==> config.mk <==
export PLATFORM = sky130hd
export DESIGN_NAME = counter_sequencer_flat
export DESIGN_NICKNAME = d
export VERILOG_FILES = /design/src/rtl/counter_sequencer_if.sv /design/src/rtl/counter_sequencer.sv /design/src/flat_wrapper.sv
export SDC_FILE = /design/constraint.sdc
export NUM_CORES = 1
export LEC_CHECK = 0
export BUFFER_PORTS_ARGS = -buffer_cell sky130_fd_sc_hd__clkbuf_2
export CELL_PAD_IN_SITES_DETAIL_PLACEMENT = 2
export CELL_PAD_IN_SITES_GLOBAL_PLACEMENT = 2
export CORE_UTILIZATION = 28
export DETAILED_ROUTE_END_ITERATION = 12
export PLACE_DENSITY = 0.76
export SLEW_MARGIN = 20
export SYNTH_ARGS = -nofsm -noshare
export SYNTH_HDL_FRONTEND = slang
export SYNTH_SLANG_ARGS = --single-unit
==> constraint.sdc <==
create_clock -name clk -period 1.6 [get_ports clk]
set_clock_uncertainty 0.2 [all_clocks]
set_input_delay 0.32 -clock clk [delete_from_list [all_inputs] [get_ports clk]]
set_output_delay 0.32 -clock clk [all_outputs]
set_load 0.005 [all_outputs]
==> src/rtl/counter_sequencer_if.sv <==
// Button, counter and status bundle between the sequencer and its environment.
interface counter_sequencer_if #(
  parameter int WIDTH = 16
);
  logic             start_btn;
  logic             stop_btn;
  logic             clear_btn;
  logic             lap_btn;
  logic [WIDTH-1:0] q;
  logic             cnt_en;
  logic             cnt_clr;
  logic [1:0]       state;
  logic             done;
  logic [WIDTH-1:0] lap_val;
  logic             lap_valid;

  modport master (
    output start_btn, stop_btn, clear_btn, lap_btn, q,
    input  cnt_en, cnt_clr, state, done, lap_val, lap_valid
  );

  modport slave (
    input  start_btn, stop_btn, clear_btn, lap_btn, q,
    output cnt_en, cnt_clr, state, done, lap_val, lap_valid
  );
endinterface

==> src/rtl/counter_sequencer.sv <==
// Run/pause/done sequencer driving an external counter through a prescaler,
// with synchronized button events and lap capture.
module counter_sequencer #(
  parameter int               WIDTH    = 16,
  parameter int               PRESCALE = 4,
  parameter logic [WIDTH-1:0] TERMINAL = WIDTH'(16'hFFFF)
) (
  input logic                clk,
  input logic                rst,
  counter_sequencer_if.slave bus
);

  typedef enum logic [1:0] {
    S_IDLE  = 2'b00,
    S_RUN   = 2'b01,
    S_PAUSE = 2'b10,
    S_DONE  = 2'b11
  } state_t;

  localparam int PW = (PRESCALE > 1) ? $clog2(PRESCALE) : 1;
  localparam logic [PW-1:0] PRE_MAX = PW'(PRESCALE - 1);

  logic [3:0] w_raw;
  logic [3:0] r_sync1;
  logic [3:0] r_sync2;
  logic [3:0] r_prev;
  logic [3:0] r_armed;
  logic [1:0] r_boot;
  logic [3:0] w_ev;
  logic       w_start;
  logic       w_stop;
  logic       w_clear;
  logic       w_lap;

  assign w_raw = {bus.lap_btn, bus.clear_btn,
                  bus.stop_btn, bus.start_btn};

  // A button is armed only after it is seen low once the
  // synchronizer has filled, so levels held through reset stay silent.
  always_ff @(posedge clk or posedge rst) begin
    if (rst) begin
      r_sync1 <= '0;
      r_sync2 <= '0;
      r_prev  <= '0;
      r_armed <= '0;
      r_boot  <= '0;
    end else begin
      r_sync1 <= w_raw;
      r_sync2 <= r_sync1;
      r_prev  <= r_sync2;
      r_armed <= r_armed | ({4{r_boot == 2'd2}} & ~r_sync2);
      if (r_boot != 2'd2) r_boot <= r_boot + 2'd1;
    end
  end

  assign w_ev    = r_sync2 & ~r_prev & r_armed;
  assign w_start = w_ev[0];
  assign w_stop  = w_ev[1];
  assign w_clear = w_ev[2];
  assign w_lap   = w_ev[3];

  state_t          r_state;
  state_t          w_state_nx;
  logic [PW-1:0]   r_pre;
  logic [PW-1:0]   w_pre_nx;
  logic            w_term;
  logic            w_tick;
  logic            r_clr;
  logic [WIDTH-1:0] r_lap_val;
  logic            r_lap_valid;

  assign w_term = (bus.q == TERMINAL);
  assign w_tick = (r_state == S_RUN) && (r_pre == PRE_MAX);

  always_comb begin
    w_state_nx = r_state;
    w_pre_nx   = r_pre;
    if (r_state == S_RUN)
      w_pre_nx = w_tick ? '0 : r_pre + 1'b1;
    if (w_clear) begin
      w_state_nx = S_IDLE;
      w_pre_nx   = '0;
    end else begin
      unique case (r_state)
        S_IDLE: begin
          if (w_start) begin
            w_state_nx = S_RUN;
            w_pre_nx   = '0;
          end
        end
        S_RUN: begin
          if (w_stop)      w_state_nx = S_PAUSE;
          else if (w_term) w_state_nx = S_DONE;
        end
        S_PAUSE: begin
          if (w_start) w_state_nx = S_RUN;
        end
        S_DONE: w_state_nx = S_DONE;
        default: w_state_nx = S_IDLE;
      endcase
    end
  end

  always_ff @(posedge clk or posedge rst) begin
    if (rst) begin
      r_state <= S_IDLE;
      r_pre   <= '0;
      r_clr   <= 1'b1;
    end else begin
      r_state <= w_state_nx;
      r_pre   <= w_pre_nx;
      r_clr   <= w_clear;
    end
  end

  always_ff @(posedge clk or posedge rst) begin
    if (rst) begin
      r_lap_val   <= '0;
      r_lap_valid <= 1'b0;
    end else if (w_clear) begin
      r_lap_val   <= '0;
      r_lap_valid <= 1'b0;
    end else if (w_lap && r_state != S_IDLE) begin
      r_lap_val   <= bus.q;
      r_lap_valid <= 1'b1;
    end
  end

  assign bus.cnt_en    = w_tick && !w_term;
  assign bus.cnt_clr   = r_clr;
  assign bus.state     = r_state;
  assign bus.done      = (r_state == S_DONE);
  assign bus.lap_val   = r_lap_val;
  assign bus.lap_valid = r_lap_valid;

endmodule
==> src/flat_wrapper.sv <==
// flat-port wrapper written by rule: the top's interface ports become plain ports
module counter_sequencer_flat 
#(
  parameter int               WIDTH    = 16,
  parameter int               PRESCALE = 4,
  parameter logic [WIDTH-1:0] TERMINAL = WIDTH'(16'hFFFF)
)
  (clk, rst, bus_start_btn, bus_stop_btn, bus_clear_btn, bus_lap_btn, bus_q, bus_cnt_en, bus_cnt_clr, bus_state, bus_done, bus_lap_val, bus_lap_valid);
  counter_sequencer_if #(.WIDTH(WIDTH)) bus_i ();
  input logic clk;
  input logic rst;
  input wire logic [$bits(bus_i.start_btn)-1:0] bus_start_btn;
  input wire logic [$bits(bus_i.stop_btn)-1:0] bus_stop_btn;
  input wire logic [$bits(bus_i.clear_btn)-1:0] bus_clear_btn;
  input wire logic [$bits(bus_i.lap_btn)-1:0] bus_lap_btn;
  input wire logic [$bits(bus_i.q)-1:0] bus_q;
  output wire logic [$bits(bus_i.cnt_en)-1:0] bus_cnt_en;
  output wire logic [$bits(bus_i.cnt_clr)-1:0] bus_cnt_clr;
  output wire logic [$bits(bus_i.state)-1:0] bus_state;
  output wire logic [$bits(bus_i.done)-1:0] bus_done;
  output wire logic [$bits(bus_i.lap_val)-1:0] bus_lap_val;
  output wire logic [$bits(bus_i.lap_valid)-1:0] bus_lap_valid;
  assign bus_i.start_btn = bus_start_btn;
  assign bus_i.stop_btn = bus_stop_btn;
  assign bus_i.clear_btn = bus_clear_btn;
  assign bus_i.lap_btn = bus_lap_btn;
  assign bus_i.q = bus_q;
  assign bus_cnt_en = bus_i.cnt_en;
  assign bus_cnt_clr = bus_i.cnt_clr;
  assign bus_state = bus_i.state;
  assign bus_done = bus_i.done;
  assign bus_lap_val = bus_i.lap_val;
  assign bus_lap_valid = bus_i.lap_valid;
  counter_sequencer #(.WIDTH(WIDTH), .PRESCALE(PRESCALE), .TERMINAL(TERMINAL)) u_core (.clk(clk), .rst(rst), .bus(bus_i));
endmodule
# Yosys cells after proc, flatten, opt, wreduce, memory -nomap -nowiden
# Index checks and enable logic that the tools add are counted.
# word_totals
regBits	40
inputBits	22
out_inout_bits	22
word_cells	50
# op_classes
addsub	2
n_eq_ne	9
mux	14
n_bitwise	6
reduce_logical	9
# ops
op	count
16-bit two-way mux	2
2-bit two-way mux	9
16-bit == test, second input constant	1
4-bit AND	3
2-bit == test, second input constant	4
4-bit NOT	2
2-bit case mux with 3 select lines	1
2-bit by 1-bit adder with 2-bit output, second input constant	2
4-bit by 1-bit inequality test with 1-bit output, second input constant	1
4-bit bitwise OR	1
2-bit nonzero test	2
1-bit logical AND	3
3-bit by 1-bit inequality test with 1-bit output, second input constant	1
2-bit by 1-bit == test with 1-bit output, second input constant	1
2-bit zero test	1
1-bit two-way mux	2
2-bit inequality test, second input constant	1
2-bit AND reduction	1
2-bit OR reduction	1
1-bit zero test	1

# Logic depth before layout (Yosys ltp)
# Gate-level depths: netlist (run 1).
# logic_depth
depth_word	7
depth_mapped	5
depth_no_buf	4

# Worst setup path after synthesis (run 1)
# No wires, ideal clock.
# synth_timing
path_kind	input to output
startpoint	input port bus_q[15]
endpoint	output port bus_cnt_en
t_arrival_ns	1.130
required_time_ns	1.080
slack_ns	-0.050
cell_stages	3
n_path_buf	0
path_cell_list	nand4_1 > or4_4 > and3_1
# synth_via
elab_chain_len	3
# synth_rtl
element	line_no	rtl
from (decl)	flat_wrapper.sv:16	input wire logic [$bits(bus_i.q)-1:0] bus_q;
16-bit == test	counter_sequencer.sv:72	assign w_term = (bus.q == TERMINAL);
1-bit zero test	counter_sequencer.sv:129	assign bus.cnt_en = w_tick && !w_term;
1-bit logical AND	counter_sequencer.sv:129	
to (decl)	flat_wrapper.sv:17	output wire logic [$bits(bus_i.cnt_en)-1:0] bus_cnt_en;
# Every way passes these cells.

# Final worst setup path (run 1)
# layout_timing
startpoint	input port bus_q[14]
endpoint	output port bus_cnt_en
# Same word-level chain as after synthesis.

==> run_results.csv, run 1 <==
group,metric,value,unit
power_and_ir_drop,seq_power_share,0.496,
synth,synth.avg_cell_area,11.01,µm²
cts,clockBufferDepth,2,
finish,fillers,557,
sta,slew_violations,0,
critical_path,path_common_cell,"buf_6",
finish,drive_gt1_frac,0.3702,
sta,worstMarginPinSlew,0.3474,ns
synth,synth_area,1574,µm²
run_status,violations,"setup timing",
finish,mostFrequentLayoutCell,"dfrtp_1",
critical_path,path_buf_inv,2,
route,drcViolationCount,0,
sta,fin_crit,1.848,ns
critical_path,worstSetupStartpoint,"bus_q[14]",
critical_path,crit_family,"simple AND/OR/NAND/NOR gates",
placement,port-buffer-count,43,
global_route,grt_pass1_vias,1535,
critical_path,cp-start-kind,"primary input",
synth,synth_fp_nets,167,
finish,post-route-util,0.4247,
die,die_h,76.98,µm
worst_hold_path,min_to,"u_core.bus.lap_val[8]",
cts,cts_buffers,5,
sta,setup_viol,2,
sta,hold_violations,0,
worst_hold_path,hp-start,"bus_q[8]",
critical_path,worstSetupEndpointType,"output port",
global_route,grt_pass1_wl,7790,µm
global_route,grt_usage,0.1729,
route,drtIter0Drc,41,
cts,clock_latency,0.30,ns
power_and_ir_drop,power.density,1043,nW/µm²
finish,areaGrowthSynthToFinish,42.21,%
power_and_ir_drop,intPower,1.690,mW
cts,cts.clk_slew.worst_paths,0.08,ns
sta,rsz0062_at_grt,"true",
synth,synth_cells,143,
synth,ys_ff_latch,40,
die,start_util,0.2987,
global_route,antenna_found_initial,0,
power_and_ir_drop,power_leakage,1.050,nW
critical_path,ff2ff_setup_slack,0,ns
job,maxCapViolations,0,
run_status,status,"complete, but fails checks",
die,core,5270,µm²
global_route,grt_max_degree,23,
critical_path,slowest_delay,0.56,ns
sta,layout_setup_ws,-0.2483,ns
power_and_ir_drop,combPwrFrac,0.180,
route,viasPerCell,4.917,
critical_path,timing.rr.start,"u_core.bus.state[1]",
critical_path,worstPathMaxFanout,2,
cts,cts_max_level,2,
die,die_area,5925,µm²
power_and_ir_drop,irDropWorstVdd,0.5525,mV
critical_path,crit_type,"primary input to output port",
critical_path,worstRegToRegCells,4,
cts,cts-root-buf,"clkbuf_8",
placement,dp_hpwl,3295,µm
critical_path,cp.arrival,1.33,ns
route,first_pass_iters,4,
sta,relSlewSlack,0.7684,
power_and_ir_drop,p_switching,643.8,µW
cts,clock-sinks,40,
power_and_ir_drop,p_total,2.334,mW
die,dieWidth,76.98,µm
worst_hold_path,holdCritPathClass,"primary input to flip-flop",
critical_path,worstPathRequired,1.08,ns
power_and_ir_drop,sw_frac_of_total,0.2758,
sta,hold_ws,0.06287,ns
route,routed_wl,4698,µm
die,io_pins,44,
power_and_ir_drop,clkPwrFrac,0.324,
route,wl_per_cell,16.90,µm
worst_hold_path,worstHoldPathCells,3,
global_route,overflow,0,
cts,cts_tree,"done",
finish,n_antenna_cell,0,
route,antenna_left,0,
die,rows,26,
synth,ys_types,28,
route,num_vias,1367,
synth,yosysWarnings,0,
finish,nNetsFinal,231,
placement,place_congestion,0.6688,
synth,seq_area_frac_synth,0.6367,
critical_path,crit_chain,"buf_6 > nand4_1 > or4_4 > and3_4 > buf_6",
finish,layout_common_cells,"dfrtp_1, clkbuf_2, a21oi_1",
critical_path,critPathSlowestCell,"or4_4",
critical_path,cp.depth,5,
critical_path,r2r_end,"u_core.bus.lap_val[9]",
sta,max_freq,541.0,MHz
sta,fin_crit_sh,1.155,
registers in the layout, indices dropped and copies added (netlist names), 2 cells and up:
name	flops
u_core.r_prev	4
u_core.r_boot	2
u_core.bus.lap_val	16
u_core.bus.state	2
u_core.r_sync1	4
u_core.r_armed	4
u_core.r_sync2	4
u_core.r_pre	2
cell families (layout without fill, tap and decap cells):
family | count (synthesis) | after routing | share of synthesized area
simple gates | 37 | 37 | 0.1312
flops | 40 | 40 | 0.6367
fa+ha+maj | 2 | 2 | 0.01590
compound gates | 46 | 46 | 0.1638
buf+inv | 17 | 82 | 0.04690
xor+xnor | 1 | 1 | 0.005565
power groups by stage:
stage / registers, mW / clock network (mW) / logic, mW
floorplan: 1.17 / 0 / 0.187
global placement: 1.17 / 0 / 0.345
detailed placement: 1.18 / 0 / 0.379
CTS: 1.16 / 0.768 / 0.400
global route: 1.17 / 0.815 / 0.460
finish: 1.16 / 0.757 / 0.420
how the worst max path moves through the flow:
stage                       endpoint
final                     bus_cnt_en
after global routing      bus_cnt_en
after floorplan           bus_cnt_en
after global placement    bus_cnt_en
after detailed placement  bus_cnt_en
after CTS                 bus_cnt_en
stage by stage:
step	std cells	setup TNS [ns]	area [µm²]	worst slack, ns
floorplan	143	-0.01369	1579	-0.01369
global route	278	-0.5793	2238	-0.2787
finish	278	-0.3071	2238	-0.2483
CTS	278	-0.3342	2142	-0.2714
global placement	261	-0.3050	1956	-0.3050
detailed placement	261	-0.3390	1956	-0.3272
timing repair:
action | CTS | global route
pin swaps | 2 | 4
hold buffers | 5 | 0
endpoints found under the hold margin | 43 | 0
resized for setup | 3 | 20
endpoints found under the setup margin | 4 | 12
setup buffers | 4 | 0
metal layers:
layer	part of all wire	vias up	wire, µm	GRT usage
li1	-	629	-	-
met1	0.42	702	1967	0.1991
met2	0.53	31	2481	0.3125
met3	0.040	5	187	0.03571
met4	0.013	0	61	0.06604
met5	0	-	0	0
tightest hold or removal path, delay by kind of cell:
family / cells / cell delay (ns)
buf+inv: 1 / 0.09
simple gates: 1 / 0.06
compound gates: 1 / 0.05
final cells by class:
class | count | area [µm²] | area share
well taps | 70 | 87.58 | 0.03913
repair buffers | 66 | 504.2 | 0.2253
inverters | 8 | 30.03 | 0.01342
flip-flops and latches | 40 | 1003 | 0.4483
clock buffers | 8 | 100.1 | 0.04472
multi-input cells | 86 | 513.0 | 0.2292
Yosys cell counts:
master	instances	area [µm²]
dfrtp_1	39	975.9
a21oi_1	20	100.1
nand3_1	18	90.09
o21ai_0	16	80.08
inv_1	8	30.03
clkbuf_1	5	18.77
a21o_1	4	30.03
nand4_1	4	25.02
nor2_1	3	11.26
a22oi_1	2	15.01
and3_1	2	12.51
buf_2	2	10.01
buf_4	2	15.01
ha_1	2	25.02
nand2_1	2	7.510
nand3b_1	2	15.01
a211oi_2	1	12.51
a221oi_1	1	8.760
a31oi_1	1	6.260
and2_1	1	6.260
and3b_1	1	8.760
dfstp_2	1	26.28
nor2_2	1	6.260
nor2b_1	1	6.260
o21ai_1	1	5.000
or2_1	1	6.260
or4_4	1	11.26
xnor2_1	1	8.760
Power figures use the tool's default switching activity.
==> run 2, diff against run 1 <==
--- a/config.mk
+++ b/config.mk
@@ -5,6 +5,7 @@
 export SDC_FILE = /design/constraint.sdc
 export NUM_CORES = 1
 export LEC_CHECK = 0
+export ABC_AREA = 1
 export BUFFER_PORTS_ARGS = -buffer_cell sky130_fd_sc_hd__clkbuf_2
 export CELL_PAD_IN_SITES_DETAIL_PLACEMENT = 2
 export CELL_PAD_IN_SITES_GLOBAL_PLACEMENT = 2
==> run 2 against run 1 <==
The flow still finishes with violations (setup timing). Combinational power rose to 2.5 times the previous value. Critical path depth unchanged. Highest routed layer unchanged. Maximum frequency up 8.3%.
==> run_results.csv, run 2 <==
group,metric,value,unit
synth,async_flop_share,1.000,
synth,ys.flop_type,"dfrtp_1",
synth,ys_types,21,
synth,yosysTopAreaCell,"dfrtp_1",
sta,fin_crit_sh,1.067,
sta,rsz0062_at_grt,"true",
synth,netlist_top_cells_count,"nand2_1, dfrtp_1, o21ai_2, nor2_1, inv_1",
sta,hold_violations,0,
synth,synth_top_area_frac,0.5896,
finish,post-route-util,0.4125,
global_route,grt_pass1_wl,6644,µm
global_route,grt_pass1_vias,1461,
sta,tns,-0.1099,ns
cts,cts_buffers,5,
synth,synth_cells,159,
synth,ys_ff_latch,40,
global_route,grt_max_degree,41,
sta,fin_crit,1.707,ns
critical_path,worstPathMaxFanout,2,
finish,fin_cells,303,
global_route,overflow,0,
synth,yosysWarnings,0,
worst_hold_path,holdCritPathClass,"primary input to flip-flop",
critical_path,worstPathRequired,1.08,ns
die,rows,27,
cts,cts_tree,"done",
placement,dp.cells,274,
synth,synth-edff-count,0,
synth,synth_fp_nets,183,
sta,slew_violations,0,
route,drcViolationCount,0,
cts,clock_latency,0.30,ns
finish,drive_gt1_frac,0.4502,
critical_path,critPathSlowestCell,"dfrtp_1",
cts,cts-root-buf,"clkbuf_8",
finish,largest_register_ffs,16,
route,drtIter0Drc,27,
critical_path,cp-start-kind,"flip-flop",
critical_path,worstSetupEndpointType,"output port",
die,start_util,0.2952,
die,dieWidth,78.89,µm
route,wl_per_cell,15.03,µm
die,die_h,78.89,µm
route,first_pass_iters,2,
finish,n_antenna_cell,0,
route,antenna_left,0,
sta,layout_setup_ws,-0.1070,ns
finish,nNetsFinal,254,
route,num_vias,1378,
finish,layout_common_cells,"nand2_1, clkbuf_2, dfrtp_1",
critical_path,crit_type,"flip-flop to output port",
cts,cts_max_level,2,
global_route,antenna_found_initial,0,
route,viasPerCell,4.548,
cts,clock-sinks,40,
job,maxCapViolations,0,
synth,yosys-top-cells-area,"dfrtp_1, nand2_1, o21ai_2",
synth,seq_area_frac_synth,0.6054,
run_status,status,"complete, but fails checks",
sta,max_freq,585.8,MHz
synth,synth_most_common_cell,"nand2_1",
placement,dp_hpwl,2707,µm
finish,fillers,627,
global_route,grt_usage,0.1410,
die,core,5608,µm²
sta,hold_ws,0.07868,ns
die,io_pins,44,
finish,areaGrowthSynthToFinish,39.76,%
synth,synth.avg_cell_area,10.41,µm²
critical_path,path_common_cell,"inv_2",
cts,cts.clk_slew.worst_paths,0.08,ns
sta,relSlewSlack,0.7767,
die,die_area,6224,µm²
finish,mostFrequentLayoutCell,"nand2_1",
sta,worstMarginPinSlew,0.3339,ns
power_and_ir_drop,power_leakage,1.202,nW
critical_path,crit_chain,"inv_2 > nand2_4 > inv_2 > o211a_1 > clkbuf_2",
critical_path,slowest_delay,0.41,ns
sta,setup_viol,2,
cts,clockBufferDepth,2,
power_and_ir_drop,irDropWorstVdd,0.4027,mV
power_and_ir_drop,p_total,3.031,mW
run_status,violations,"setup timing",
critical_path,cp.arrival,1.19,ns
critical_path,crit_family,"flip-flops",
route,routed_wl,4553,µm
placement,port-buffer-count,43,
synth,synth_area,1655,µm²
critical_path,path_buf_inv,3,
power_and_ir_drop,power.density,1310,nW/µm²
placement,place_congestion,0.7138,
run 2: cell types whose count changed after synthesis, moves of 3 or more:
cell and delta:
a21o_1 -4, a21oi_1 -19, buf_6 +5, clkbuf_1 -5, nand2_1 +52, nand3_1 -17
nand4_1 -4, nor2_1 +10, o21ai_0 -11, o21ai_2 +17, o21bai_1 +3
run 2: area by class of cell:
class | instances | area (µm²) | area share
clock buffer | 6 | 82.58 | 0.03569
clock inverter | 2 | 10.01 | 0.004327
inverter | 10 | 40.04 | 0.01731
multi-input combinational | 104 | 584.3 | 0.2526
sequential | 40 | 1003 | 0.4337
tap | 72 | 90.09 | 0.03894
timing repair buffer | 69 | 503.0 | 0.2174
run 2: what timing repair did:
item / CTS / global route
pin swaps: 2 / 4
setup buffers: 7 / 8
gates cloned: 0 / 3
endpoints found under the setup margin: 1 / 22
endpoints found under the hold margin: 43 / 0
gates resized for setup: 6 / 11
hold buffers: 5 / 0
run 2: cell families (layout without fill, tap and decap cells):
logic type	after synthesis	after routing	share of synthesized area
adders and majority gates	2	2	0.01511
AOI/OAI and AO/OA	29	29	0.1413
xor gates and xnor gates	1	1	0.005292
DFF	40	40	0.6054
buffers and inverters	15	87	0.05668
and+or+nand+nor	72	72	0.1761
run 2: where the power goes:
part / internal, mW / leakage (nW) / switching (mW)
combinational: 0.534 / 0.682 / 0.532
clock: 0.344 / 0.0510 / 0.355
sequential: 1.17 / 0.469 / 0.0969
total: 2.05 / 1.20 / 0.984
run 2: path summary, 6_finish.rpt:
check | from | to | slack, ns | depth (start not counted)
max | u_core.bus.state[1] | bus_cnt_en | -0.11 | 5
min | bus_q[9] | u_core.bus.lap_val[9] | 0.08 | 3
max reg2reg | u_core.bus.state[0] | u_core.bus.lap_val[7] | 0.03 | 8
min reg2reg | u_core.r_sync1[2] | u_core.r_sync2[2] | 0.15 | 0
max in group asynchronous | rst | u_core.bus.cnt_clr | 0.53 | 4
min in group asynchronous | rst | u_core.bus.state[1] | 0.41 | 4
run 2: per-stage QoR:
| step | worst slack (ns) | cell area [µm²] |
|---|---|---|
| 2_1_floorplan | 0.1640 | 1655 |
| 3_3_place_gp | -0.01832 | 1967 |
| 3_5_place_dp | -0.01948 | 1967 |
| 4_1_cts | -0.1151 | 2168 |
| 5_1_grt | -0.1739 | 2313 |
| 6_report | -0.1070 | 2313 |
run 2: worst reg2reg max path, cell delays in order (launching register included):
cell and delay [ns]:
dfrtp_2 0.44, buf_4 0.16, inv_2 0.07, nand2_4 0.07
a21oi_4 0.14, buf_12 0.14, clkbuf_16 0.15, nand2_1 0.07
o21ai_2 0.06
run 2: layer usage:
metal / track usage / routed length (µm)
met5: 0 / 0
met4: 0.04909 / 42
met3: 0.04138 / 188
met2: 0.2417 / 2464
met1: 0.1679 / 1858
==> run 3, diff against run 2 <==
--- a/config.mk
+++ b/config.mk
@@ -9,7 +9,9 @@
 export BUFFER_PORTS_ARGS = -buffer_cell sky130_fd_sc_hd__clkbuf_2
 export CELL_PAD_IN_SITES_DETAIL_PLACEMENT = 2
 export CELL_PAD_IN_SITES_GLOBAL_PLACEMENT = 2
+export CORE_MARGIN = 2
 export CORE_UTILIZATION = 28
+export CTS_CLUSTER_DIAMETER = 40
 export DETAILED_ROUTE_END_ITERATION = 12
 export PLACE_DENSITY = 0.76
 export SLEW_MARGIN = 20
==> run 3 against run 2 <==
The flow still finishes with violations (setup timing). Cell area fell by 1.9%. Via count fell by 3.9%. Sequential power barely moved. Clock power rose by 30%. Global-route usage fell by 0.31 points. Core utilization fell by 2.2 points. Routed wire length fell by 5.3%. Sequential share of layout area rose by 0.84 points. Critical path depth fell by 2. Final cell count fell by 0.99%.
==> run_results.csv, run 3 (synthesis results as in run 2) <==
group,metric,value,unit
power_and_ir_drop,sw_frac_of_total,0.2963,
critical_path,worstPathRequired,1.08,ns
cts,cts.clk_slew.worst_paths,0.08,ns
placement,dp_hpwl,2691,µm
finish,areaGrowthSynthToFinish,37.11,%
cts,clock-sinks,40,
placement,place_congestion,0.7199,
power_and_ir_drop,power_leakage,1.179,nW
critical_path,critPathSlowestCell,"dfrtp_1",
global_route,grt_pass1_wl,6775,µm
cts,cts_buffers,5,
die,io_pins,44,
cts,clockBufferDepth,2,
die,dieWidth,80.89,µm
cts,cts-root-buf,"clkbuf_8",
power_and_ir_drop,power.density,1362,nW/µm²
finish,drive_gt1_frac,0.4089,
critical_path,crit_type,"flip-flop to output port",
worst_hold_path,hp-start,"bus_q[14]",
power_and_ir_drop,intPower,2.175,mW
power_and_ir_drop,seq_power_share,0.408,
critical_path,timing.rr.start,"u_core.bus.state[1]",
finish,n_antenna_cell,0,
sta,hold_violations,0,
cts,clock_latency,0.30,ns
worst_hold_path,holdCritPathClass,"primary input to flip-flop",
finish,layout_common_cells,"nand2_1, clkbuf_2, dfrtp_1",
die,core,5816,µm²
die,rows,28,
critical_path,worstPathMaxFanout,2,
global_route,antenna_found_initial,0,
critical_path,crit_chain,"ha_1 > o211a_1 > clkbuf_2",
worst_hold_path,min_to,"u_core.bus.lap_val[14]",
run_status,violations,"setup timing",
global_route,grt_usage,0.1379,
placement,port-buffer-count,43,
placement,dp.cells,278,
power_and_ir_drop,combPwrFrac,0.297,
route,antenna_left,0,
placement,pre_cts_ws,0.009053,ns
cts,cts_max_level,2,
critical_path,worstSetupEndpointType,"output port",
sta,worstMarginPinSlew,0.3818,ns
route,num_vias,1324,
worst_hold_path,worstHoldPathCells,3,
finish,fin_cells,300,
critical_path,cp-start-kind,"flip-flop",
sta,slew_violations,0,
critical_path,r2r_end,"u_core.bus.lap_val[8]",
placement,place_area,1978,µm²
global_route,grt_pass1_vias,1399,
global_route,grt_max_degree,41,
sta,fin_crit_sh,1.055,
route,first_pass_iters,2,
global_route,overflow,0,
critical_path,worstRegToRegCells,7,
power_and_ir_drop,clkPwrFrac,0.295,
cts,cts_tree,"done",
power_and_ir_drop,irDropWorstVdd,0.4033,mV
route,routed_wl,4313,µm
route,viasPerCell,4.413,
die,die_h,80.89,µm
route,drcViolationCount,0,
sta,fin_crit,1.687,ns
finish,mostFrequentLayoutCell,"nand2_1",
finish,largest_register_ffs,16,
finish,nNetsFinal,248,
sta,setup_viol,1,
route,drtIter0Drc,26,
power_and_ir_drop,p_switching,915.8,µW
sta,relSlewSlack,0.7451,
route,wl_per_cell,14.38,µm
sta,rsz0062_at_grt,"true",
die,die_area,6543,µm²
sta,layout_setup_ws,-0.08745,ns
run_status,status,"complete, but fails checks",
sta,max_freq,592.6,MHz
critical_path,ff2ff_setup_slack,0.09,ns
die,start_util,0.2846,
critical_path,cp.arrival,1.17,ns
job,maxCapViolations,0,
finish,fillers,650,
finish,final_area,2270,µm²
critical_path,slowest_delay,0.39,ns
run 3: cell count changes in the layout (fill, tap and decap cells not counted), moves of 2 or more:
cell	change
nand2_1	+3
buf_4	-5
o21ai_1	-2
clkinv_2	-2
o21ai_0	+2
nand2_2	-2
run 3: power by group through the flow:
stage	logic, mW	clock network (mW)	registers (mW)
after global placement	0.694	0	1.28
after global routing	1.04	0.983	1.28
after detailed placement	0.722	0	1.28
after floorplan	0.402	0	1.28
after CTS	0.859	0.944	1.26
final	0.918	0.912	1.26
run 3: timing repair:
item | 4_1_cts | 5_1_grt
hold buffers | 5 | 0
gates cloned | 0 | 3
endpoints found under the setup margin | 1 | 18
pin swaps | 1 | 2
resized for setup | 3 | 2
hold endpoints to repair | 43 | 0
buffers inserted | 6 | 1
run 3: worst max-delay path: cells and delay by family (launching register included):
| kind | cells | cell delay (ns) |
|---|---|---|
| AO/OA/AOI/OAI | 1 | 0.15 |
| adder cells (fa/ha/maj) | 1 | 0.21 |
| buffers and inverters | 1 | 0.12 |
| flip-flops | 1 | 0.39 |
run 3: worst max path at each step:
stage                   startpoint               endpoint  slack [ns]  cells after the start
5_1_grt        u_core.bus.state[1]             bus_cnt_en       -0.13                      5
2_1_floorplan                  rst  u_core.bus.lap_val[0]        0.16                      1
3_3_place_gp             bus_q[12]             bus_cnt_en        0.03                      6
4_1_cts        u_core.bus.state[1]             bus_cnt_en        -0.1                      5
3_5_place_dp             bus_q[12]             bus_cnt_en       0.009                      6
6_report           u_core.r_pre[0]             bus_cnt_en       -0.09                      3
run 3: final cells by class:
| class | count | area, µm² | share of cell area |
|---|---|---|---|
| clock inverters | 1 | 30.03 | 0.01323 |
| repair buffers | 63 | 441.7 | 0.1946 |
| inverters | 10 | 37.54 | 0.01654 |
| clock buffers | 7 | 96.34 | 0.04245 |
| well taps | 75 | 93.84 | 0.04135 |
| multi-input cells | 104 | 566.8 | 0.2497 |
| flip-flops and latches | 40 | 1003 | 0.4421 |
run 3: stage by stage:
| step | power, mW | utilization | TNS (ns) | hold WS, ns |
|---|---|---|---|---|
| finish | 3.091 | 0.3903 | -0.08745 | 0.06611 |
| global route | 3.304 | 0.3903 | -0.1338 | 0.06825 |
| CTS | 3.065 | 0.3787 | -0.09657 | 0.06618 |
| detailed placement | 2.006 | 0.3401 | 0 | 0.1378 |
| global placement | 1.971 | 0.3401 | 0 | 0.1324 |
| floorplan | 1.683 | - | 0 | 0.1312 |
run 3: metal layers:
layer | track usage | up-vias | routed length [µm]
li1 | - | 632 | -
met1 | 0.1639 | 656 | 1843
met2 | 0.2372 | 29 | 2227
met3 | 0.03222 | 7 | 166
met4 | 0.06102 | 0 | 76
met5 | 0 | - | 0
